[src/rtl/angle_rom_lut_arb_if.sv]
// Bus bundle for the shared angle-ROM lookup engine: per-channel request and
// response handshakes plus the ROM address/data pair.
interface angle_rom_lut_arb_if #(
  parameter int N_CH       = 4,
  parameter int ADDR_WIDTH = 10,
  parameter int DATA_WIDTH = 16,
  parameter int PW         = 12
);
  logic [N_CH-1:0]                 req_valid;
  logic [N_CH-1:0]                 req_ready;
  logic [N_CH-1:0][PW-1:0]         req_phase;
  logic [ADDR_WIDTH-1:0]           rom_addr;
  logic [DATA_WIDTH-1:0]           rom_rd_data;
  logic [N_CH-1:0]                 rsp_valid;
  logic [N_CH-1:0]                 rsp_ready;
  logic [N_CH-1:0][DATA_WIDTH-1:0] rsp_data;
  logic                            busy;

  modport master (
    output req_valid, req_phase, rom_rd_data, rsp_ready,
    input  req_ready, rom_addr, rsp_valid, rsp_data, busy
  );

  modport slave (
    input  req_valid, req_phase, rom_rd_data, rsp_ready,
    output req_ready, rom_addr, rsp_valid, rsp_data, busy
  );
endinterface

[src/rtl/angle_rom_lut_arb.sv]
// Round-robin multi-channel front end for one single-port angle ROM, with
// optional quarter-wave folding and a 1-entry response buffer per channel.
module angle_rom_lut_arb_lane #(
  parameter int DATA_WIDTH = 16
) (
  input  logic                  clk,
  input  logic                  rst_n,
  input  logic                  load,
  input  logic [DATA_WIDTH-1:0] load_data,
  input  logic                  rsp_ready,
  output logic                  rsp_valid,
  output logic [DATA_WIDTH-1:0] rsp_data
);
  // load and pop never coincide: a channel is only issued with rsp_valid low
  always_ff @(posedge clk or negedge rst_n) begin
    if (!rst_n) begin
      rsp_valid <= 1'b0;
      rsp_data  <= '0;
    end else if (load) begin
      rsp_valid <= 1'b1;
      rsp_data  <= load_data;
    end else if (rsp_valid && rsp_ready) begin
      rsp_valid <= 1'b0;
    end
  end
endmodule

module angle_rom_lut_arb #(
  parameter  int N_CH       = 4,
  parameter  int ADDR_WIDTH = 10,
  parameter  int DATA_WIDTH = 16,
  parameter  int ROM_LAT    = 1,
  parameter  int FOLD_EN    = 1,
  localparam int PW         = ADDR_WIDTH + 2*FOLD_EN
) (
  input logic                clk,
  input logic                rst_n,
  angle_rom_lut_arb_if.slave bus
);
  localparam int CH_W = (N_CH > 1) ? $clog2(N_CH) : 1;

  logic [N_CH-1:0]                 inflight, elig, gnt;
  logic [N_CH-1:0]                 rsp_valid_l;
  logic [N_CH-1:0][DATA_WIDTH-1:0] rsp_data_l;
  logic [CH_W-1:0]                 ptr, gnt_idx, lo_idx, hi_idx;
  logic                            gnt_any, lo_any, hi_any;
  logic [PW-1:0]                   gnt_phase;
  logic [ADDR_WIDTH-1:0]           gnt_addr;
  logic                            gnt_sgn;
  logic [DATA_WIDTH-1:0]           rd_data;

  // Tag pipeline: stage s is valid in cycle C+1+s after a handshake in C
  logic [ROM_LAT:0]           vld_pipe;
  logic [ROM_LAT:0][CH_W-1:0] ch_pipe;
  logic [ROM_LAT:0]           sgn_pipe;

  always_comb begin
    inflight = '0;
    for (int i = 0; i < N_CH; i++)
      for (int s = 0; s <= ROM_LAT; s++)
        if (vld_pipe[s] && ch_pipe[s] == CH_W'(i)) inflight[i] = 1'b1;
  end

  assign elig = bus.req_valid & ~inflight & ~rsp_valid_l & {N_CH{rst_n}};

  // Round robin as two priority scans: lowest eligible at/after ptr, else lowest overall
  always_comb begin
    lo_idx = '0;
    lo_any = 1'b0;
    hi_idx = '0;
    hi_any = 1'b0;
    for (int i = N_CH-1; i >= 0; i--) begin
      if (elig[i]) begin
        lo_idx = CH_W'(i);
        lo_any = 1'b1;
      end
      if (elig[i] && CH_W'(i) >= ptr) begin
        hi_idx = CH_W'(i);
        hi_any = 1'b1;
      end
    end
    gnt_any = lo_any;
    gnt_idx = hi_any ? hi_idx : lo_idx;
    gnt     = '0;
    for (int i = 0; i < N_CH; i++)
      gnt[i] = gnt_any && (gnt_idx == CH_W'(i));
  end

  always_comb begin
    gnt_phase = '0;
    for (int i = 0; i < N_CH; i++)
      if (gnt[i]) gnt_phase = bus.req_phase[i];
  end

  generate
    if (FOLD_EN != 0) begin : g_fold
      // Odd quadrants run the table backwards; upper half-circle negates
      assign gnt_addr = gnt_phase[PW-2] ? ~gnt_phase[ADDR_WIDTH-1:0]
                                        :  gnt_phase[ADDR_WIDTH-1:0];
      assign gnt_sgn  = gnt_phase[PW-1];
    end else begin : g_nofold
      assign gnt_addr = gnt_phase;
      assign gnt_sgn  = 1'b0;
    end
  endgenerate

  always_ff @(posedge clk or negedge rst_n) begin
    if (!rst_n) begin
      ptr          <= '0;
      bus.rom_addr <= '0;
      vld_pipe     <= '0;
      ch_pipe      <= '0;
      sgn_pipe     <= '0;
    end else begin
      vld_pipe <= {vld_pipe[ROM_LAT-1:0], gnt_any};
      ch_pipe  <= {ch_pipe[ROM_LAT-1:0], gnt_idx};
      sgn_pipe <= {sgn_pipe[ROM_LAT-1:0], gnt_sgn};
      if (gnt_any) begin
        bus.rom_addr <= gnt_addr;
        ptr          <= (gnt_idx == CH_W'(N_CH-1)) ? '0 : gnt_idx + CH_W'(1);
      end
    end
  end

  // Two's complement wrap: negating the most negative word returns it unchanged
  assign rd_data = sgn_pipe[ROM_LAT] ? -bus.rom_rd_data : bus.rom_rd_data;

  for (genvar i = 0; i < N_CH; i++) begin : g_lane
    angle_rom_lut_arb_lane #(.DATA_WIDTH(DATA_WIDTH)) u_lane (
      .clk       (clk),
      .rst_n     (rst_n),
      .load      (vld_pipe[ROM_LAT] && ch_pipe[ROM_LAT] == CH_W'(i)),
      .load_data (rd_data),
      .rsp_ready (bus.rsp_ready[i]),
      .rsp_valid (rsp_valid_l[i]),
      .rsp_data  (rsp_data_l[i])
    );
  end

  assign bus.req_ready = gnt;
  assign bus.rsp_valid = rsp_valid_l;
  assign bus.rsp_data  = rsp_data_l;
  assign bus.busy      = (|vld_pipe) | (|rsp_valid_l);
endmodule
[src/flat_wrapper.sv]
// flat-port wrapper written by rule: the top's interface ports become plain ports
module angle_rom_lut_arb_flat 
#(
  parameter  int N_CH       = 4,
  parameter  int ADDR_WIDTH = 10,
  parameter  int DATA_WIDTH = 16,
  parameter  int ROM_LAT    = 1,
  parameter  int FOLD_EN    = 1,
  localparam int PW         = ADDR_WIDTH + 2*FOLD_EN
)
  (clk, rst_n, bus_req_valid, bus_req_phase, bus_rom_rd_data, bus_rsp_ready, bus_req_ready, bus_rom_addr, bus_rsp_valid, bus_rsp_data, bus_busy);
  angle_rom_lut_arb_if #(.N_CH(N_CH), .ADDR_WIDTH(ADDR_WIDTH), .DATA_WIDTH(DATA_WIDTH)) bus_i ();
  input logic clk;
  input logic rst_n;
  input wire logic [$bits(bus_i.req_valid)-1:0] bus_req_valid;
  input wire logic [$bits(bus_i.req_phase)-1:0] bus_req_phase;
  input wire logic [$bits(bus_i.rom_rd_data)-1:0] bus_rom_rd_data;
  input wire logic [$bits(bus_i.rsp_ready)-1:0] bus_rsp_ready;
  output wire logic [$bits(bus_i.req_ready)-1:0] bus_req_ready;
  output wire logic [$bits(bus_i.rom_addr)-1:0] bus_rom_addr;
  output wire logic [$bits(bus_i.rsp_valid)-1:0] bus_rsp_valid;
  output wire logic [$bits(bus_i.rsp_data)-1:0] bus_rsp_data;
  output wire logic [$bits(bus_i.busy)-1:0] bus_busy;
  assign bus_i.req_valid = bus_req_valid;
  assign bus_i.req_phase = bus_req_phase;
  assign bus_i.rom_rd_data = bus_rom_rd_data;
  assign bus_i.rsp_ready = bus_rsp_ready;
  assign bus_req_ready = bus_i.req_ready;
  assign bus_rom_addr = bus_i.rom_addr;
  assign bus_rsp_valid = bus_i.rsp_valid;
  assign bus_rsp_data = bus_i.rsp_data;
  assign bus_busy = bus_i.busy;
  angle_rom_lut_arb #(.N_CH(N_CH), .ADDR_WIDTH(ADDR_WIDTH), .DATA_WIDTH(DATA_WIDTH), .ROM_LAT(ROM_LAT), .FOLD_EN(FOLD_EN)) u_core (.clk(clk), .rst_n(rst_n), .bus(bus_i));
endmodule
[config.mk]
export PLATFORM = sky130hd
export DESIGN_NAME = angle_rom_lut_arb_flat
export DESIGN_NICKNAME = d
export VERILOG_FILES = /design/src/rtl/angle_rom_lut_arb_if.sv /design/src/rtl/angle_rom_lut_arb.sv /design/src/flat_wrapper.sv
export SDC_FILE = /design/constraint.sdc
export NUM_CORES = 1
export LEC_CHECK = 0
export ABC_AREA = 1
export ABC_CLOCK_PERIOD_IN_PS = 3470
export CAP_MARGIN = 10
export CORE_MARGIN = 8
export CORE_UTILIZATION = 42
export CTS_BUF_LIST = sky130_fd_sc_hd__clkbuf_2 sky130_fd_sc_hd__clkbuf_4 sky130_fd_sc_hd__clkbuf_8
export CTS_CLUSTER_DIAMETER = 100
export CTS_CLUSTER_SIZE = 25
export DETAILED_ROUTE_END_ITERATION = 6
export GPL_ROUTABILITY_DRIVEN = 0
export PLACE_DENSITY_LB_ADDON = 0.08
export SLEW_MARGIN = 30
export SYNTH_ARGS = -nofsm -noshare
export SYNTH_HDL_FRONTEND = slang
export SYNTH_SLANG_ARGS = --single-unit
[constraint.sdc]
create_clock -name clk -period 3.47 [get_ports clk]
set_input_delay 1.041 -clock clk [delete_from_list [all_inputs] [get_ports clk]]
set_output_delay 1.041 -clock clk [all_outputs]
set_load 0.05 [all_outputs]
-- Yosys cells after proc, flatten, opt, wreduce, memory -nomap -nowiden
Cells that the tools add are included.
- bits in registers: 88
- input port bits: 74
- output and inout port bits: 83
- logic and storage cells: 105
- add/sub/neg operators: 2
- $lt $le $gt $ge: 4
- eq/ne operators: 9
- mux-type cells: 40
- bitwise gates (word level): 7
- reductions and logical operators: 29
- operators with widths (operator ; number):
    12-bit two-way mux ; 4
    1-bit two-way mux ; 24
    1-bit logical AND ; 20
    2-bit two-way mux ; 10
    16-bit two-way mux ; 1
    16-bit negator ; 1
    4-bit bitwise AND ; 3
    2-bit == test (second input constant) ; 6
    10-bit two-way mux ; 1
    10-bit NOT ; 1
    4-bit NOT ; 2
    2-bit nonzero test ; 4
    2-bit by 1-bit == test with 1-bit output (second input constant) ; 3
    2-bit zero test ; 3
    1-bit by 2-bit >= comparator with 1-bit output (first input constant) ; 2
    2-bit >= comparator (first input constant) ; 2
    4-bit OR reduction ; 1
    2-bit by 1-bit adder with 2-bit output (second input constant) ; 1
    2-bit OR reduction ; 1
    1-bit bitwise OR ; 1

-- Logic depth before layout (Yosys ltp)
Gate-level depths: netlist (run 1).
- depth after elaboration: 22
- mapped depth: 21
- gate-level depth less buffers: 20

-- By module
From an unflattened synthesis (run 1), not the netlist that was laid out.
- cells, all modules: 661
- area, all modules: 4867.2 um^2
- by module, submodules not included (module ; instances ; cells an instance ; area an instance (um^2) ; seq. area each (um^2)):
    angle_rom_lut_arb_lane ; 4 ; 72 ; 675.6 ; 425.4
    angle_rom_lut_arb ; 1 ; 373 ; 2164.6 ; 500.5

-- Worst setup path before layout (run 1)
Ideal clock, no wire load.
- path type: input to output
- from: in bus_req_valid[0]
- to: out bus_req_ready[3]
- arrival time: 2593 ps
- required time: 2429 ps
- setup slack: -164 ps
- stages on the path: 12
- path buffers: 1
- cells stage by stage: nand2_1 -> nor2_1 -> nand3_1 -> nor2_1 -> nand2_1 -> o21ai_0 -> nor2_1 -> a21oi_1 -> ha_1 -> nand2_2 -> buf_2 -> inv_1
- cells in the longest elaborated chain, start to end: 8
- elaborated cells between the ends (all ways): 11
- classes of those cells: eq/ne: 1; mux: 5; bitwise: 3; reduce/logical: 2
- ends and longest elaborated chain (item ; RTL line ; RTL):
    start: declaration ; flat_wrapper.sv:15 ; input wire logic [$bits(bus_i.req_valid)-1:0] bus_req_valid;
    4-bit bitwise AND * (3 in a row) ; angle_rom_lut_arb.sv:64 ; assign elig = bus.req_valid & ~inflight & ~rsp_valid_l & {N_CH{rst_n}};
    1-bit logical AND ; angle_rom_lut_arb.sv:77 ; if (elig[i] && CH_W'(i) >= ptr) begin
    2-bit two-way mux or 1-bit two-way mux (tied branches) ; angle_rom_lut_arb.sv:77 ;
    2-bit two-way mux * ; angle_rom_lut_arb.sv:83 ; gnt_idx = hi_any ? hi_idx : lo_idx;
    net u_core.gnt_idx[0] ; angle_rom_lut_arb.sv:45 ; logic [CH_W-1:0] ptr, gnt_idx, lo_idx, hi_idx;
    2-bit == test * ; angle_rom_lut_arb.sv:86 ; gnt[i] = gnt_any && (gnt_idx == CH_W'(i));
    1-bit logical AND * ; angle_rom_lut_arb.sv:86 ;
    end: declaration ; flat_wrapper.sv:19 ; output wire logic [$bits(bus_i.req_ready)-1:0] bus_req_ready;
The timed path passes the listed nets; every way through them passes the cells marked *.

-- Final worst setup path (run 1)
- from: in rst_n
- to: out bus_req_ready[1]
- cells in the longest elaborated chain, start to end: 9
- elaborated cells between the ends (all ways): 24
- classes of those cells: eq/ne: 1; mux: 17; bitwise: 1; reduce/logical: 5
- ends and longest elaborated chain (item ; RTL line ; RTL):
    start: declaration ; flat_wrapper.sv:14 ; input logic rst_n;
    4-bit bitwise AND * ; angle_rom_lut_arb.sv:64 ;
    1-bit logical AND ; angle_rom_lut_arb.sv:77 ;
    2-bit two-way mux or 1-bit two-way mux (tied branches) (4 in a row) ; angle_rom_lut_arb.sv:77 ;
    2-bit two-way mux * ; angle_rom_lut_arb.sv:83 ;
    net u_core.gnt_idx[0] ; angle_rom_lut_arb.sv:45 ;
    2-bit by 1-bit == test with 1-bit output * ; angle_rom_lut_arb.sv:86 ;
    1-bit logical AND * ; angle_rom_lut_arb.sv:86 ;
Marks and branches as above.

==> results of run 1 <==
==> cells in the final DEF, fill, tap and decap left out, types with 3 or more instances in the layout <==
cell type,synthesis,layout
inv_2,3,8
inv_1,91,83
clkinv_1,3,3
o21ai_0,65,62
nand3_1,52,48
a21oi_4,1,3
buf_12,0,6
nand2_1,198,192
nor2_4,1,8
nand2_4,1,4
clkbuf_8,0,10
nor2_1,41,33
ha_4,0,4
clkdlybuf4s50_1,0,147
buf_6,0,6
nand2_2,3,6
buf_4,5,38
nand3_2,1,3
xor2_1,12,12
dfrtp_1,88,88
==> synth_stat cells <==
master	count
nand2_1	198
inv_1	91
dfrtp_1	88
o21ai_0	65
nand3_1	52
nor2_1	41
clkbuf_1	15
xor2_1	12
buf_2	5
buf_4	5
ha_1	5
a21oi_1	4
clkinv_1	3
inv_2	3
nand2_2	3
nor4_1	2
xnor2_1	2
a21oi_4	1
a31oi_1	1
nand2_4	1
nand3_2	1
nand4_1	1
nor2_2	1
nor2_4	1
nor3_1	1
o31ai_1	1
==> where the power goes <==
part           internal, W  switching (W)  total [W]  leakage, nW
logic              0.00195        0.00352    0.00547         2.27
clock network     0.000437       0.000387   0.000824        0.119
registers          0.00155       0.000342    0.00190         1.08
total              0.00394        0.00425    0.00819         3.47
==> per-stage QoR <==
stage / instance area [um^2] / TNS (ns)
after floorplan: 4500 / 0
after global placement: 6300 / -4.16
after detailed placement: 6300 / -6.02
after CTS: 6780 / -0.285
after global routing: 6960 / -0.618
final: 6960 / -0.410
==> sequential cells by signal (all words and copies together), names as in the netlist <==
signal	cells
u_core.vld_pipe	2
u_core.ptr	2
u_core.ch_pipe	4
u_core.bus.rom_addr	10
u_core.sgn_pipe	2
u_core.g_lane.u_lane.rsp_data	64
u_core.g_lane.u_lane.rsp_valid	4
==> worst register-to-register path: stages (launching register included) <==
cell and delay (ns):
dfrtp_1 0.43, inv_1 0.11, nand3_1 0.12, nand3_2 0.09
nor2_1 0.05, nand2_1 0.14, o21ai_4 0.09, buf_6 0.13
nor2_4 0.16, inv_2 0.09, ha_4 0.17, inv_2 0.06
nor2_2 0.04, buf_6 0.13, buf_4 0.12, buf_4 0.12
buf_4 0.17, nand2_1 0.07, nand3_1 0.06, nand2_1 0.10
nand2_1 0.06, nand2_1 0.06, nand3_1 0.07
==> what timing repair did <==
| action | in CTS | in global routing |
|---|---|---|
| buffers inserted | 16 | 9 |
| pin swaps | 22 | 20 |
| gates resized for setup | 53 | 27 |
| cloned | 0 | 0 |
| setup endpoints to repair | 4 | 4 |
| hold buffers | 0 | 0 |
==> final timing paths <==
check | from | slack [ns] | cells after the start | to
min in group asynchronous | rst_n | 0.63 | 2 | u_core.g_lane[3].u_lane.rsp_valid
min reg2reg | u_core.sgn_pipe[0] | 0.36 | 0 | u_core.sgn_pipe[1]
max reg2reg | u_core.ch_pipe[0] | 0.73 | 22 | u_core.bus.rom_addr[4]
min | u_core.sgn_pipe[0] | 0.36 | 0 | u_core.sgn_pipe[1]
max | rst_n | -0.14 | 14 | bus_req_ready[1]
max in group asynchronous | rst_n | 2.05 | 3 | u_core.g_lane[3].u_lane.rsp_data[6]
==> cell families after synthesis <==
kind of cell	Yosys count	synth area share (%)
AOI/OAI and AO/OA	72	8.37
xor gates and xnor gates	14	2.73
adders and majority gates	5	1.40
buffers and inverters	122	10.8
DFF	88	49.1
and+or+nand+nor	302	27.6
==> per-layer routing <==
metal  share of wire (%)  routed length, um
met2                  48               6690
met1                  43               5990
met5                   0                  0
met3                 8.3               1150
met4                0.60                 84
==> final cells by class <==
type                    count  area share [%]
clock buffers              10            1.98
clock inverters             6            1.40
well taps                 136            2.44
multi-input cells         393            28.9
inverters                  97            5.50
repair buffers            200            28.2
flip-flops and latches     88            31.6
==> results.py, run 1 <==
metrics = {
    "grt": {
        "grt-ovfl-total": 0,
        "use_met3_pct": 6.24,
        "grt.met1_usage_pct": 23.1,
        "grt_pass1_wl_um": 22100,
        "grt_use_total_pct": 18.9,
        "grt_max_degree": 79,
        "antenna_found_initial": 0,
        "grt.busiest_layer": "met2",
        "grt.met2_usage_pct": 31.6,
        "first_global_vias": 4439,
    },
    "drt": {
        "detail_route.wl_per_cell_um": 15.0,
        "vias": 4418,
        "drt_iter0_markers": 272,
        "postRouteAntennaNets": 0,
        "dr.pass1.iters": 6,
        "vias_per_cell": 4.75,
        "drt_wl_total_um": 13900,
        "drc": 0,
    },
    "die": {
        "start_util_pct": 43.2,
        "die-area_mm2": 0.0142,
        "core.rowCount": 37,
        "io_pins": 157,
        "core_mm2": 0.0104,
        "die_y_um": 119,
        "fp.dieW_um": 119,
    },
    "sta": {
        "drv_slew": 0,
        "slew_headroom_pct": 53.7,
        "setup_slack_ns": -0.141,
        "hold_violations": 0,
        "worstMarginPinSlew_ns": 0.694,
        "finalSetupViolCount": 4,
        "period_needed_ns": 3.61,
        "final.period_utilization_pct": 104,
        "rsz0062_at_grt": "true",
        "fmax_ghz": 0.277,
        "whs_ns": 0.356,
        "skew_ns": 0.0182,
    },
    "cts": {
        "cts_buffers": 9,
        "htree_levels": 3,
        "clockBufferDepth": 2,
        "root_buffer": "clkbuf_8",
        "cts.sinks": 88,
        "clock_latency_ns": 0.35,
        "cts_tree": "built",
        "path_clk_slew_ns": 0.08,
    },
    "power_and_ir_drop": {
        "peakVddDrop_v": 0.000684,
        "cellPowerDensity_mw_per_mm2": 1180,
        "p_total_w": 0.00819,
        "p_leak_nw": 3.47,
    },
    "worst_setup_path": {
        "crit_type": "in2out",
        "critPathMaxFanout": 5,
        "required_ns": 2.43,
        "critical_path.slowest_cell": "a21oi_4",
        "path_cells": "buf_12 -> nand2_4 -> nor2_4 -> nand3_2 -> nor2_1 -> nand2_1 -> o21ai_4 -> nor2_4 -> a21oi_4 -> ha_4 -> inv_2 -> nor2_2 -> buf_6 -> buf_12",
        "slowest_delay_ns": 0.22,
        "crit_buf_inv": 4,
        "cp_data_arrival_time_ns": 2.57,
        "cp-start-kind": "input port",
        "critPathTopFamily": "simple AND/OR/NAND/NOR gates",
        "setup.worst_path.end_class": "primary output",
    },
    "layout": {
        "final_net_count": 868,
        "finalNonFillerCells": 930,
        "multi_input_area_mm2": 0.00201,
        "area_delta_synth_final_pct": 55.2,
        "layout-drive-gt1-share_pct": 14.5,
        "n_fill_cell": 859,
        "ff_latch_area_mm2": 0.00220,
        "final_util_pct": 67.1,
        "antenna_cells": 0,
    },
    "placed_design": {
        "dp_slack_ns": -0.695,
        "dp_hpwl_um": 9980,
        "port_buffers": 156,
        "dpl.cell_count": 891,
    },
    "run": {
        "drv_cap": 0,
    },
    "logic_synthesis": {
        "yosysWarnings": 0,
        "avgSynthCellArea_um2": 7.44,
        "ys_seq_area_share_pct": 49.1,
        "syn_inst": 603,
        "ys_ff_latch": 88,
        "syn-cell-area_mm2": 0.00448,
        "yosys-top-cells-area": "dfrtp_1, nand2_1, inv_1",
        "synth_top_cell_by_area": "dfrtp_1",
        "yosysUniqueCellTypes": 26,
        "yosys.area.top_type_share_pct": 49.1,
        "synth_nets": 682,
    },
    "run_status": {
        "violations": "negative setup slack",
        "status": "finished, violations left",
    },
    "worst_hold_path": {
        "hold_class": "reg2reg",
    },
}
No activity file was read; power rests on OpenSTA's default activity.
==> inputs of run 2 (changes only) <==
--- a/config.mk
+++ b/config.mk
@@ -16,7 +16,7 @@
 export DETAILED_ROUTE_END_ITERATION = 6
 export GPL_ROUTABILITY_DRIVEN = 0
 export PLACE_DENSITY_LB_ADDON = 0.08
-export SLEW_MARGIN = 30
+export SLEW_MARGIN = 20
 export SYNTH_ARGS = -nofsm -noshare
 export SYNTH_HDL_FRONTEND = slang
 export SYNTH_SLANG_ARGS = --single-unit
==> run 2 against run 1 <==
  * The flow still finishes with violations (negative setup slack)
  * Clock skew about the same
  * Core utilization shrank 0.11 points
  * Clock power is essentially flat
  * Combinational power hardly changed
  * Power is essentially flat
  * Global-route usage stayed put
  * Worst setup slack better by 0.0024 ns
  * Die area stayed put
  * Largest cell class unchanged
==> results.py, run 2 (synthesis gave the netlist of run 1 again) <==
metrics = {
    "grt": {
        "grt_pass1_wl_um": 22100,
        "grt-ovfl-total": 0,
        "grt.busiest_layer": "met2",
        "first_global_vias": 4439,
        "grt_use_total_pct": 18.9,
        "grt.met1_usage_pct": 23.1,
        "grt_max_degree": 79,
        "use_met3_pct": 6.24,
        "grt.met2_usage_pct": 31.6,
        "antenna_found_initial": 0,
    },
    "power_and_ir_drop": {
        "p_total_w": 0.00818,
        "p_leak_nw": 3.46,
        "peakVddDrop_v": 0.000683,
        "cellPowerDensity_mw_per_mm2": 1180,
    },
    "run_status": {
        "status": "finished, violations left",
        "violations": "negative setup slack",
    },
    "layout": {
        "layout_commonest_cell": "nand2_1",
        "finalNonFillerCells": 929,
        "antenna_cells": 0,
        "multi_input_area_mm2": 0.00201,
        "ff_latch_area_mm2": 0.00220,
        "final_area_mm2": 0.00695,
        "top_register": "u_core.g_lane.u_lane.rsp_data",
        "final_net_count": 867,
        "layout.cells.most_common_list": "nand2_1, clkdlybuf4s50_1, dfrtp_1",
        "top_regs": "u_core.g_lane.u_lane.rsp_data (64), u_core.bus.rom_addr (10)",
        "layout-drive-gt1-share_pct": 14.4,
        "n_fill_cell": 859,
        "area_delta_synth_final_pct": 55.0,
        "largest_reg_flops": 64,
    },
    "placed_design": {
        "placed_area_mm2": 0.00630,
        "dpl.cell_count": 891,
        "dp_slack_ns": -0.695,
        "dp_hpwl_um": 9980,
        "port_buffers": 156,
    },
    "worst_setup_path": {
        "required_ns": 2.43,
        "critical_path.slowest_cell": "a21oi_4",
        "cp-start-kind": "input port",
        "crit_type": "in2out",
        "path_cells": "buf_12 -> nand2_4 -> nor2_4 -> nand3_2 -> nor2_1 -> nand2_1 -> o21ai_4 -> nor2_4 -> a21oi_4 -> ha_4 -> inv_2 -> nor2_2 -> buf_6 -> buf_12",
        "cp_data_arrival_time_ns": 2.57,
        "slowest_delay_ns": 0.22,
        "worstRegToRegCells": 22,
        "critPathMaxFanout": 5,
        "setup.worst_path.end_class": "primary output",
    },
    "die": {
        "fp.dieW_um": 119,
        "core.rowCount": 37,
        "start_util_pct": 43.2,
        "die-area_mm2": 0.0142,
        "core_mm2": 0.0104,
        "io_pins": 157,
        "die_y_um": 119,
    },
    "sta": {
        "fmax_ghz": 0.277,
        "rsz0062_at_grt": "true",
        "skew_ns": 0.0184,
        "hold_violations": 0,
        "period_needed_ns": 3.61,
        "final.period_utilization_pct": 104,
        "finalSetupViolCount": 4,
        "slew_headroom_pct": 36.5,
        "finalSetupTns_ns": -0.404,
        "setup_slack_ns": -0.138,
        "drv_slew": 0,
        "worstMarginPinSlew_ns": 0.952,
    },
    "drt": {
        "drt_iter0_markers": 249,
        "dr.pass1.iters": 5,
        "drc": 0,
        "drt_wl_total_um": 13900,
        "vias_per_cell": 4.75,
        "vias": 4415,
        "postRouteAntennaNets": 0,
        "detail_route.wl_per_cell_um": 14.9,
    },
    "cts": {
        "cts_tree": "built",
        "root_buffer": "clkbuf_8",
        "cts_buffers": 9,
        "clock_latency_ns": 0.35,
        "htree_levels": 3,
        "path_clk_slew_ns": 0.08,
        "clockBufferDepth": 2,
        "cts.sinks": 88,
    },
    "worst_hold_path": {
        "min_path_cells": 0,
        "hold_class": "reg2reg",
    },
    "run": {
        "drv_cap": 0,
    },
}
run 2: area by class of cell:
class,instances,share of cell area [%]
inverters,97,5.51
multi-input cells,393,28.9
well taps,136,2.45
flip-flops and latches,88,31.7
clock inverters,6,1.40
clock buffers,10,1.98
repair buffers,199,28.0
run 2: timing repair:
item	CTS	global route
buffers inserted	16	8
endpoints found under the setup margin	4	4
resized for setup	53	27
pin swaps	22	20
hold buffers	0	0
run 2: worst paths after layout:
path,start,to,slack [ns]
min reg2reg,u_core.sgn_pipe[0],u_core.sgn_pipe[1],0.36
max in group asynchronous,rst_n,u_core.g_lane[2].u_lane.rsp_data[9],1.88
min in group asynchronous,rst_n,u_core.g_lane[3].u_lane.rsp_valid,0.63
min,u_core.sgn_pipe[0],u_core.sgn_pipe[1],0.36
max reg2reg,u_core.ch_pipe[0],u_core.bus.rom_addr[7],0.73
max,rst_n,bus_req_ready[1],-0.14
run 2: power breakdown:
| part | leakage (nW) | internal [W] | switching [W] |
|---|---|---|---|
| combinational | 2.26 | 0.00195 | 0.00351 |
| clock | 0.119 | 0.000437 | 0.000386 |
| sequential | 1.08 | 0.00155 | 0.000343 |
run 2: metrics by stage:
stage / utilization [%] / hold WS [ns]
3_5_place_dp: 60.8 / 0.338
4_1_cts: 65.4 / 0.357
5_1_grt: 67.0 / 0.376
3_3_place_gp: 60.8 / 0.337
6_report: 67.0 / 0.356
2_1_floorplan: - / 0.331
run 2: critical path, delay by kind of cell:
family / cells / cell delay [ns]
buffers and inverters: 4 / 0.40
AO/OA/AOI/OAI: 2 / 0.33
AND/OR/NAND/NOR: 7 / 0.61
adder cells (fa/ha/maj): 1 / 0.18
run 2: metal layers:
layer,vias up,routed length [um]
li1,2213,-
met1,2032,5950
met2,161,6670
met3,9,1180
met4,0,85
met5,-,0
